### src/rtl/gpio_port_ctrl.sv
// GPIO port controller.
// RX: synchronise the asynchronous pin valid, push one word per rising edge into a
// show-ahead FIFO with a sticky overflow flag.
// TX: ready/valid word acceptance, then drive the pins with a setup gap followed by a
// strobe of fixed length. The RX and TX paths share nothing but clock and reset.
module gpio_port_ctrl #(
    parameter int WIDTH       = 8,
    parameter int SYNC_STAGES = 2,
    parameter int FIFO_DEPTH  = 4,
    parameter int SETUP_CYC   = 1,
    parameter int STROBE_CYC  = 2
) (
    input  logic                          i_clk,
    input  logic                          i_rstn,
    input  logic [WIDTH-1:0]              in_gpio_data,
    input  logic                          in_gpio_valid,
    output logic [WIDTH-1:0]              rx_data,
    output logic                          rx_valid,
    input  logic                          rx_ready,
    output logic [$clog2(FIFO_DEPTH):0]   rx_count,
    output logic                          rx_overflow,
    input  logic                          clr_ovf,
    input  logic [WIDTH-1:0]              tx_data,
    input  logic                          tx_valid,
    output logic                          tx_ready,
    output logic [WIDTH-1:0]              out_gpio,
    output logic                          out_gpio_valid
);
    localparam int AW   = $clog2(FIFO_DEPTH);
    localparam int MAXC = (SETUP_CYC > STROBE_CYC) ? SETUP_CYC : STROBE_CYC;
    localparam int TW   = (MAXC > 1) ? $clog2(MAXC) : 1;

    // ---------------- RX synchroniser ----------------
    logic [SYNC_STAGES-1:0] sync_q;
    logic                   prev_q;
    logic                   rise;

    // Shift the pin valid through the synchroniser and keep one delayed copy for edge detect.
    always_ff @(posedge i_clk or negedge i_rstn) begin
        if (!i_rstn) begin
            sync_q <= '0;
            prev_q <= 1'b0;
        end else begin
            sync_q <= {sync_q[SYNC_STAGES-2:0], in_gpio_valid};
            prev_q <= sync_q[SYNC_STAGES-1];
        end
    end

    assign rise = sync_q[SYNC_STAGES-1] & ~prev_q;

    // ---------------- RX FIFO ----------------
    logic [WIDTH-1:0] mem_q [FIFO_DEPTH];
    logic [AW-1:0]    wr_ptr_q, rd_ptr_q;
    logic [AW:0]      cnt_q, cnt_d;
    logic             ovf_q, ovf_d;
    logic             full, pop, push, drop;

    assign full = (cnt_q == (AW+1)'(FIFO_DEPTH));
    assign pop  = rx_valid & rx_ready;
    // A pop on the same edge frees the slot, so a full FIFO can still accept.
    assign push = rise & (~full | pop);
    assign drop = rise & full & ~pop;

    // Occupancy and sticky overflow next-state; a new overflow beats a clear.
    always_comb begin
        cnt_d = cnt_q;
        if (push && !pop)      cnt_d = cnt_q + (AW+1)'(1);
        else if (pop && !push) cnt_d = cnt_q - (AW+1)'(1);
        ovf_d = ovf_q;
        if (drop)         ovf_d = 1'b1;
        else if (clr_ovf) ovf_d = 1'b0;
    end

    // FIFO storage, pointers and flags; reset clears storage so rx_data reads 0.
    always_ff @(posedge i_clk or negedge i_rstn) begin
        if (!i_rstn) begin
            for (int i = 0; i < FIFO_DEPTH; i++) mem_q[i] <= '0;
            wr_ptr_q <= '0;
            rd_ptr_q <= '0;
            cnt_q    <= '0;
            ovf_q    <= 1'b0;
        end else begin
            if (push) begin
                mem_q[wr_ptr_q] <= in_gpio_data;
                wr_ptr_q        <= wr_ptr_q + AW'(1);
            end
            if (pop) rd_ptr_q <= rd_ptr_q + AW'(1);
            cnt_q <= cnt_d;
            ovf_q <= ovf_d;
        end
    end

    assign rx_valid    = (cnt_q != '0);
    assign rx_data     = mem_q[rd_ptr_q];
    assign rx_count    = cnt_q;
    assign rx_overflow = ovf_q;

    // ---------------- TX FSM ----------------
    typedef enum logic [1:0] {S_IDLE, S_SETUP, S_STROBE} tx_state_t;

    tx_state_t        state_q, state_d;
    logic [TW-1:0]    tcnt_q, tcnt_d;
    logic [WIDTH-1:0] out_q, out_d;
    logic             ovalid_q, ovalid_d;

    // Next-state: accept in IDLE, count down the setup gap, then the strobe.
    always_comb begin
        state_d  = state_q;
        tcnt_d   = tcnt_q;
        out_d    = out_q;
        tx_ready = (state_q == S_IDLE);
        unique case (state_q)
            S_IDLE: begin
                if (tx_valid) begin
                    out_d   = tx_data;
                    tcnt_d  = TW'(SETUP_CYC - 1);
                    state_d = S_SETUP;
                end
            end
            S_SETUP: begin
                if (tcnt_q == '0) begin
                    tcnt_d  = TW'(STROBE_CYC - 1);
                    state_d = S_STROBE;
                end else begin
                    tcnt_d = tcnt_q - TW'(1);
                end
            end
            S_STROBE: begin
                if (tcnt_q == '0) state_d = S_IDLE;
                else              tcnt_d  = tcnt_q - TW'(1);
            end
            default: state_d = S_IDLE;
        endcase
        // Registered strobe tracks the STROBE state exactly.
        ovalid_d = (state_d == S_STROBE);
    end

    // TX state, counter, pin data and strobe registers.
    always_ff @(posedge i_clk or negedge i_rstn) begin
        if (!i_rstn) begin
            state_q  <= S_IDLE;
            tcnt_q   <= '0;
            out_q    <= '0;
            ovalid_q <= 1'b0;
        end else begin
            state_q  <= state_d;
            tcnt_q   <= tcnt_d;
            out_q    <= out_d;
            ovalid_q <= ovalid_d;
        end
    end

    assign out_gpio       = out_q;
    assign out_gpio_valid = ovalid_q;

endmodule

### config.mk
export PLATFORM = sky130hd
export DESIGN_NAME = gpio_port_ctrl
export DESIGN_NICKNAME = d
export VERILOG_FILES = /design/src/rtl/gpio_port_ctrl.sv
export SDC_FILE = /design/constraint.sdc
export NUM_CORES = 1
export LEC_CHECK = 0
export CORE_UTILIZATION = 50
export DETAILED_ROUTE_END_ITERATION = 7
export DONT_BUFFER_PORTS = 1
export GPL_ROUTABILITY_DRIVEN = 0
export HOLD_SLACK_MARGIN = 0.08
export PLACE_DENSITY = 0.69
export SETUP_SLACK_MARGIN = 0.4
export SLEW_MARGIN = 20
export SYNTH_ARGS = -nofsm -noshare
export SYNTH_HDL_FRONTEND = slang
export SYNTH_SLANG_ARGS = --single-unit
export TNS_END_PERCENT = 30
### constraint.sdc
create_clock -name i_clk -period 3.7 [get_ports i_clk]
set_clock_uncertainty 0.15 [all_clocks]
set_input_delay 0.74 -clock i_clk [delete_from_list [all_inputs] [get_ports i_clk]]
set_output_delay 0.74 -clock i_clk [all_outputs]
set_load 0.01 [all_outputs]
==> impl_metrics.csv, run 1 <==
group,metric,value,unit
run_status,status,"completed",
yosys,synthSimpleGateAreaFrac,0.0565,
timing,setup_slack,1.13,ns
route,via_per_inst,5.50,
timing,hold_ws,0.141,ns
floorplan,core.rowCount,25,
yosys,synthDistinctLibCells,26,
timing,post-route-period-util,0.694,
global_route,grt_overflow,0,
cts,cts_buffers,5,
cts,ctsResizeCount,0,
timing,drv_slew,0,
cts,htreeDepth,2,
global_route,met1_usage,0.201,
cells_and_area,final_util,0.578,
yosys,synth_compound_gate_area_share,0.0158,
route,drtAntennaViolNets,0,
cells_and_area,antenna_cells,0,
global_route,grt_util_all_layers,0.179,
cts,clock_path_buffers,2,
timing,slew_headroom,0.596,
yosys,avgSynthCellArea,15.4,um^2
yosys,yosys.area_share.adder,0.0590,
yosys,synth_seq_cells,55,
critical_path,path_cells,"mux4_2",
global_route,antenna_found_initial,0,
cts,clock-sinks,55,
timing,max_clock_freq,0.390,GHz
yosys,ys_seq_area_frac,0.560,
pwr,leakagePower,1.18,nW
route,drc,0,
global_route,grt_busiest_layer,"met2",
route,wl_per_cell,18.0,um
critical_path,crit_buf_inv,0,
cells_and_area,final_cells,234,
placed_design,placed_area,2570,um^2
cells_and_area,fill_cells,369,
placed_design,placed_cells,225,
critical_path,cp_max_fo,10,
pwr,vdd_drop_max,333,uV
critical_path,ff2ff_setup_slack,1.28,ns
critical_path,cp.arrival,1.68,ns
timing,fin_crit,2.57,ns
pwr,p_switching,0.741,mW
critical_path,crit_family,"flip-flops",
floorplan,die_height,72.1,um
yosys,postSynthCellCount,160,
yosys,ys_warn_count,0,
critical_path,worstPathRequired,2.81,ns
cells_and_area,areaGrowthSynthToFinish,11.0,%
cts,postCtsSetupBuffers,0,
placed_design,place_ws,1.11,ns
pwr,p_int,1.57,mW
global_route,met3_usage,0.0458,
cts,tritoncts,"yes",
pwr,p_total,2.31,mW
critical_path,critPathKind,"reg2out",
route,drt_iter0_drc,67,
global_route,grt_max_degree,56,
route,first_pass_iters,4,
pwr,pwr-share-comb,0.311,
cts,cts_hold_buf,1,
critical_path,cpMaxStageDelayCell,"dfrtp_1",
timing,hold_viol,0,
route,route.vias.total,1287,
global_route,grt_pass1_vias,1460,
timing,rsz0062_at_grt,"no",
pwr,p_per_area,846,nW/um^2
cts,insertion_delay,0.30,ns
floorplan,die_w,72.1,um
global_route,met2_usage,0.326,
critical_path,start_kind,"register",
global_route,grt_pass1_wl,6840,um
cells_and_area,postLayoutCellArea,2730,um^2
cells_and_area,final_cell_mix,"55 x dfrtp_1, 32 x mux2_1, 10 x mux2_2, 10 x ha_1, 8 x mux4_2",
timing,tightest_slew,0.606,ns
yosys,syn-cell-area,2460,um^2
timing,finalSetupViolations,0,
cts,cts.clk_slew.worst_paths,0.09,ns
critical_path,critPathMaxStageDelay,0.74,ns
yosys,synthMuxAreaShare,0.266,
cells_and_area,layout_commonest_cell,"dfrtp_1",
flow_run,cap_violations,0,
placed_design,hpwl,3000,um
pwr,seqPwrFrac,0.493,
cells_and_area,nets,199,
yosys,syn-num-nets,193,
pwr,clockPowerShare,0.196,
timing,tns,0,ns
cells_and_area,drive_above_1_share,0.210,
floorplan,dieArea,5200,um^2
floorplan,start_util,0.521,
route,wl,4210,um
critical_path,end_kind,"output pin",
floorplan,num_io_pins,45,
pwr,p_sw_frac,0.321,
cts,cts-root-buf,"clkbuf_8",
min_path,hold_path.class,"in2async",
floorplan,coreArea,4720,um^2
placed_design,portBuffers,0,
yosys,synth_top_family_by_area,"multiplexers",
yosys,synth_xor_area_frac,0.0214,
-- cells in the mapped netlist --
| master | count | area share |
|---|---|---|
| nand2_1 | 3 | 0.0046 |
| nand3_1 | 1 | 0.0020 |
| o31ai_1 | 1 | 0.0031 |
| fa_1 | 1 | 0.0081 |
| inv_1 | 7 | 0.011 |
| mux4_2 | 8 | 0.073 |
| mux2_2 | 10 | 0.046 |
| dfrtp_1 | 55 | 0.56 |
| nor3_1 | 1 | 0.0020 |
| xnor2_1 | 4 | 0.014 |
| a211oi_1 | 1 | 0.0031 |
| nand3b_1 | 1 | 0.0031 |
| nor2b_1 | 2 | 0.0051 |
| buf_2 | 5 | 0.010 |
| o21ai_0 | 3 | 0.0061 |
| nor4b_4 | 1 | 0.0097 |
| ha_1 | 10 | 0.051 |
| buf_1 | 1 | 0.0015 |
| nor2_1 | 3 | 0.0046 |
| mux2_1 | 32 | 0.15 |
| a22o_1 | 1 | 0.0036 |
| nor4bb_1 | 4 | 0.016 |
| nor3b_1 | 1 | 0.0031 |
| or3_1 | 1 | 0.0025 |
| nor4b_1 | 1 | 0.0036 |
| xor2_1 | 2 | 0.0071 |
-- registers in the layout, summed over array words and instances, names as in the netlist --
signal and flops:
mem_q 32, out_gpio 8, out_gpio_valid 1, prev_q 1, rd_ptr_q 2, rx_count 3
rx_overflow 1, state_q 2, sync_q 2, tcnt_q 1, wr_ptr_q 2
-- power by group through the flow --
stage	clock (mW)	combinational, mW	sequential, mW
detailed placement	0	0.718	1.16
global placement	0	0.671	1.13
CTS	0.465	0.733	1.14
global route	0.488	0.787	1.18
floorplan	0	0.647	1.04
finish	0.453	0.718	1.14
-- layer usage --
layer  up-vias  share of wire
met1       669           0.39
met5         -              0
met4         0          0.011
met3         4          0.063
li1        576              -
met2        38           0.54
-- cell type report --
type | instances | area, um^2 | share of cell area
inverters | 7 | 26.3 | 0.00962
clock inverters | 2 | 60.1 | 0.0220
well taps | 67 | 83.8 | 0.0307
flip-flops and latches | 55 | 1380 | 0.504
repair buffers | 5 | 57.6 | 0.0211
clock buffers | 6 | 72.6 | 0.0266
multi-input cells | 92 | 1050 | 0.386
-- kinds of logic after synthesis --
family / Yosys count
AOI/OAI and AO/OA: 6
buffers and inverters: 13
muxes: 50
xor gates and xnor gates: 6
and+or+nand+nor: 19
DFF: 55
adders and majority gates: 11
-- final timing paths --
kind	startpoint	to	depth (start not counted)
worst max-delay path	rd_ptr_q[0]$_DFFE_PN0P_	rx_data[6]	1
worst min-delay path	i_rstn	mem_q[16]$_DFFE_PN0P_	1
worst max register to register	rx_count[1]$_DFFE_PN0P_	rx_count[1]$_DFFE_PN0P_	6
worst min register to register	sync_q[0]$_DFF_PN0_	sync_q[1]$_DFF_PN0_	0
max in group asynchronous	i_rstn	out_gpio[1]$_DFFE_PN0P_	1
min in group i_clk	sync_q[0]$_DFF_PN0_	sync_q[1]$_DFF_PN0_	0
No activity file was read; power rests on OpenSTA's default activity.
==> run 2: changes to the inputs <==
Settings changed: PLACE_DENSITY 0.69 to 0.72.
Clock period 3.7 ns to 2.25 ns, I/O delays scaled along.
==> run 2 against run 1 <==
The flow now finishes with violations (negative hold slack); sequential power increased by 61%; critical endpoint is now rx_count[2]$_DFFE_PN0P_; largest cell class unchanged; sequential share of layout area decreased by 1.2 points; clock-buffer cell count unchanged; critical path depth rose by 7.
==> impl_metrics.csv, run 2 (same netlist as run 1, synthesis figures left out) <==
group,metric,value,unit
cts,tritoncts,"yes",
critical_path,endpoint,"rx_count[2]$_DFFE_PN0P_",
placed_design,portBuffers,0,
cts,clock_path_buffers,2,
cts,htreeDepth,2,
run_status,status,"finished with violations",
timing,post-route-period-util,0.988,
cells_and_area,layout_commonest_cell,"dfrtp_1",
critical_path,critPathKind,"reg2reg",
critical_path,cp_max_fo,5,
timing,rsz0062_at_grt,"yes",
cts,cts-root-buf,"clkbuf_8",
floorplan,num_io_pins,45,
critical_path,worstPathRequired,2.29,ns
cells_and_area,largest_reg_flops,32,
floorplan,die_w,72.1,um
global_route,antenna_found_initial,0,
route,first_pass_iters,3,
cells_and_area,areaGrowthSynthToFinish,13.8,%
route,wl_per_cell,17.6,um
cells_and_area,multi_input_area,1070,um^2
floorplan,dieArea,5200,um^2
cts,ctsResizeCount,0,
flow_run,cap_violations,0,
min_path,hold_path.class,"in2async",
critical_path,reg2reg_depth,8,
placed_design,place_ws,0.0130,ns
cts,cts.clk_slew.worst_paths,0.10,ns
pwr,vdd_drop_max,630,uV
timing,slew_headroom,0.674,
global_route,grt_overflow,0,
timing,tightest_slew,0.489,ns
timing,setup_slack,0.0269,ns
global_route,grt_pass1_wl,7020,um
timing,tns,0,ns
critical_path,cp.arrival,2.26,ns
global_route,grt_util_all_layers,0.180,
timing,fin_crit,2.22,ns
timing,hold_ws,-0.312,ns
global_route,grt_pass1_vias,1470,
route,drc,0,
timing,drv_slew,0,
cells_and_area,regMostFlops,"mem_q",
cells_and_area,nets,208,
route,drt_iter0_drc,70,
floorplan,core.rowCount,25,
cells_and_area,drive_above_1_share,0.284,
cts,clock-sinks,55,
pwr,p_total,3.82,mW
timing,max_clock_freq,0.450,GHz
route,via_per_inst,5.45,
critical_path,end_kind,"register",
route,route.vias.total,1325,
cts,cts_buffers,5,
placed_design,placed_cells,228,
critical_path,ff2ff_setup_slack,0.03,ns
cells_and_area,final_cells,243,
cells_and_area,fill_cells,362,
timing,hold_viol,55,
pwr,leakagePower,1.22,nW
floorplan,start_util,0.521,
cells_and_area,final_util,0.593,
critical_path,regToRegEndpoint,"rx_count[2]$_DFFE_PN0P_",
route,wl,4270,um
critical_path,crit_start,"rx_count[1]$_DFFE_PN0P_",
floorplan,die_height,72.1,um
run_status,failed_checks,"negative hold slack",
cells_and_area,antenna_cells,0,
cts,cts_hold_buf,1,
cells_and_area,final_cell_mix,"53 x dfrtp_1, 32 x mux2_1, 12 x buf_4",
cells_and_area,seq_area,1380,um^2
critical_path,start_kind,"register",
placed_design,hpwl,3070,um
global_route,grt_max_degree,56,
route,drtAntennaViolNets,0,
floorplan,coreArea,4720,um^2
critical_path,r2r_start,"rx_count[1]$_DFFE_PN0P_",
cts,insertion_delay,0.30,ns
pwr,p_per_area,1370,nW/um^2
timing,finalSetupViolations,0,
## run 2: timing repair
action	CTS	global route
hold endpoints to repair	56	55
setup buffers	2	4
setup endpoints to repair	43	53
pin swaps	2	2
## run 2: where the power goes
part,switching [mW],total [mW],internal [mW]
clock,0.292,0.652,0.360
sequential,0.386,1.84,1.45
combinational,0.554,1.33,0.777
## run 2: layout make-up
class                      count  area share
clock inverter                 2      0.0125
clock buffer                   6      0.0295
tap                           67      0.0299
timing repair buffer          14      0.0429
inverter                       7     0.00938
multi-input combinational     92       0.383
sequential                    55       0.492
## run 2: worst min-delay path by stage
stage                      start                      end
final                     i_rstn  rd_ptr_q[0]$_DFFE_PN0P_
after global routing      i_rstn  rd_ptr_q[0]$_DFFE_PN0P_
after CTS                 i_rstn  rx_count[1]$_DFFE_PN0P_
after detailed placement  i_rstn     mem_q[2]$_DFFE_PN0P_
after global placement    i_rstn    mem_q[10]$_DFFE_PN0P_
after floorplan           i_rstn     mem_q[0]$_DFFE_PN0P_
## run 2: metrics by stage
stage               instance area [um^2]  hold WS, ns
floorplan                           2490      0.00441
global placement                    2630      0.00583
detailed placement                  2630      0.00556
CTS                                 2770       -0.325
global route                        2800       -0.335
finish                              2800       -0.312
## run 2: per-layer routing
| layer | vias to the layer above | global-route usage | share of wire |
|---|---|---|---|
| met1 | 689 | 0.220 | 0.41 |
| li1 | 600 | - | - |
| met4 | 0 | 0.0566 | 0.015 |
| met3 | 6 | 0.0444 | 0.042 |
| met5 | - | 0 | 0 |
| met2 | 30 | 0.315 | 0.53 |
## run 2: critical path, stage by stage, from the launching register on
cell and delay, ns:
dfrtp_2 0.49, or3_4 0.46, nand2_4 0.09, ha_4 0.14, inv_2 0.04, fa_2 0.33
xor2_1 0.19, nor2_1 0.09, xor2_1 0.14
==> run 3: changes to the inputs <==
Settings changed: PLACE_DENSITY 0.72 to 0.69.
Clock period 2.25 ns to 2.65 ns, I/O delays scaled along.
==> run 3 against run 2 <==
The flow now finishes without violations; clock power fell by 25%; sequential cell count did not move; global-route usage rose by 0.78 points; utilization fell by 0.61 points; via count fell by 1.7%; worst setup slack improved by 0.39 ns; combinational power fell by 20%; sequential power fell by 13%; critical path type unchanged; critical endpoint unchanged; largest power group unchanged.
==> impl_metrics.csv, run 3 (same netlist as run 1, synthesis figures left out) <==
group,metric,value,unit
route,drtAntennaViolNets,0,
run_status,status,"completed",
critical_path,reg2reg_depth,8,
route,first_pass_iters,2,
timing,slew_headroom,0.677,
pwr,p_int,2.09,mW
min_path,hold_path.class,"in2reg",
timing,finalSetupViolations,0,
timing,hold_viol,0,
timing,hold_ws,0.107,ns
timing,post-route-period-util,0.844,
route,drc,0,
cells_and_area,largest_reg_flops,32,
floorplan,die_w,72.1,um
global_route,grt_util_all_layers,0.188,
critical_path,critPathKind,"reg2reg",
timing,tightest_slew,0.485,ns
placed_design,placed_cells,226,
cells_and_area,regMostFlops,"mem_q",
cts,htreeDepth,2,
floorplan,coreArea,4720,um^2
cells_and_area,antenna_cells,0,
cells_and_area,areaGrowthSynthToFinish,12.7,%
floorplan,start_util,0.521,
floorplan,core.rowCount,25,
cells_and_area,final_util,0.587,
pwr,vdd_drop_max,570,uV
route,wl,4420,um
route,route.vias.total,1302,
global_route,antenna_found_initial,0,
pwr,seqPwrFrac,0.506,
critical_path,cp_max_fo,5,
critical_path,ff2ff_setup_slack,0.41,ns
cts,clock_path_buffers,2,
cells_and_area,final_cells,239,
global_route,grt_overflow,0,
critical_path,start_kind,"register",
global_route,grt_pass1_vias,1478,
floorplan,num_io_pins,45,
cells_and_area,drive_above_1_share,0.273,
critical_path,cp.arrival,2.31,ns
placed_design,hpwl,3040,um
pwr,p_switching,1.07,mW
route,wl_per_cell,18.5,um
cells_and_area,nets,204,
timing,drv_slew,0,
floorplan,dieArea,5200,um^2
pwr,pwr-share-comb,0.338,
cts,cts.clk_slew.worst_paths,0.10,ns
cts,cts_buffers,5,
pwr,p_per_area,1140,nW/um^2
pwr,clockPowerShare,0.155,
pwr,p_sw_frac,0.338,
cells_and_area,final_cell_mix,"52 x dfrtp_1, 32 x mux2_1, 10 x mux2_2",
placed_design,portBuffers,0,
cts,insertion_delay,0.30,ns
cells_and_area,layout_commonest_cell,"dfrtp_1",
min_path,whs_path_depth,0,
cts,cts-root-buf,"clkbuf_8",
cts,tritoncts,"yes",
flow_run,cap_violations,0,
route,drt_iter0_drc,45,
timing,max_clock_freq,0.447,GHz
critical_path,worstPathRequired,2.72,ns
pwr,leakagePower,1.19,nW
global_route,grt_max_degree,56,
floorplan,die_height,72.1,um
timing,tns,0,ns
timing,fin_crit,2.24,ns
critical_path,end_kind,"register",
route,via_per_inst,5.45,
cts,clock-sinks,55,
global_route,grt_pass1_wl,7200,um
timing,rsz0062_at_grt,"yes",
==> run 3: area by class of cell <==
| cell class | count | area, um^2 |
|---|---|---|
| inverter | 7 | 26.3 |
| clock inverter | 1 | 7.51 |
| sequential | 55 | 1380 |
| timing repair buffer | 10 | 97.6 |
| fill | 389 | 1950 |
| clock buffer | 7 | 96.3 |
| tap | 67 | 83.8 |
| multi-input combinational | 92 | 1080 |
==> run 3: what timing repair did <==
action,4_1_cts,5_1_grt
gates resized for setup,5,6
setup buffers,1,2
hold buffers,2,0
endpoints found under the setup margin,10,5
pin swaps,2,4
hold endpoints to repair,55,0
==> run 3: final timing paths <==
kind	start	to
max in group asynchronous	i_rstn	tcnt_q$_DFFE_PN0P_
worst min register to register	sync_q[0]$_DFF_PN0_	sync_q[1]$_DFF_PN0_
worst max register to register	rx_count[1]$_DFFE_PN0P_	rx_count[2]$_DFFE_PN0P_
worst max-delay path	rx_count[1]$_DFFE_PN0P_	rx_count[2]$_DFFE_PN0P_
worst min-delay path	in_gpio_valid	sync_q[0]$_DFF_PN0_
min in group asynchronous	i_rstn	rx_count[2]$_DFFE_PN0P_
==> run 3: worst max-delay path: stages (launching register included) <==
cell	delay [ns]
dfrtp_2	0.49
or3_4	0.45
nand2_4	0.09
ha_4	0.13
inv_2	0.04
fa_2	0.35
xor2_1	0.14
nor2_1	0.12
xor2_1	0.18
==> run 3: power groups by stage <==
stage,registers (mW),logic (mW),clock network [mW]
finish,1.60,1.07,0.491
global route,1.66,1.17,0.544
CTS,1.61,1.05,0.513
detailed placement,1.62,1.02,0
global placement,1.57,0.957,0
floorplan,1.46,0.909,0
==> run 3: routing by layer <==
layer	track usage	routed length, um	share of wire	vias to the layer above
met1	0.218	1780	0.40	669
met5	0	0	0	-
met3	0.0556	232	0.052	6
met2	0.329	2360	0.53	36
met4	0.0697	50	0.011	0
li1	-	-	-	591
==> run 3: per-stage QoR <==
stage / worst slack, ns / power (mW) / instance area, um^2
2_1_floorplan: 0.421 / 2.37 / 2460
6_report: 0.414 / 3.16 / 2770
5_1_grt: 0.320 / 3.38 / 2770
3_3_place_gp: 0.313 / 2.53 / 2570
4_1_cts: 0.339 / 3.17 / 2730
3_5_place_dp: 0.192 / 2.64 / 2570
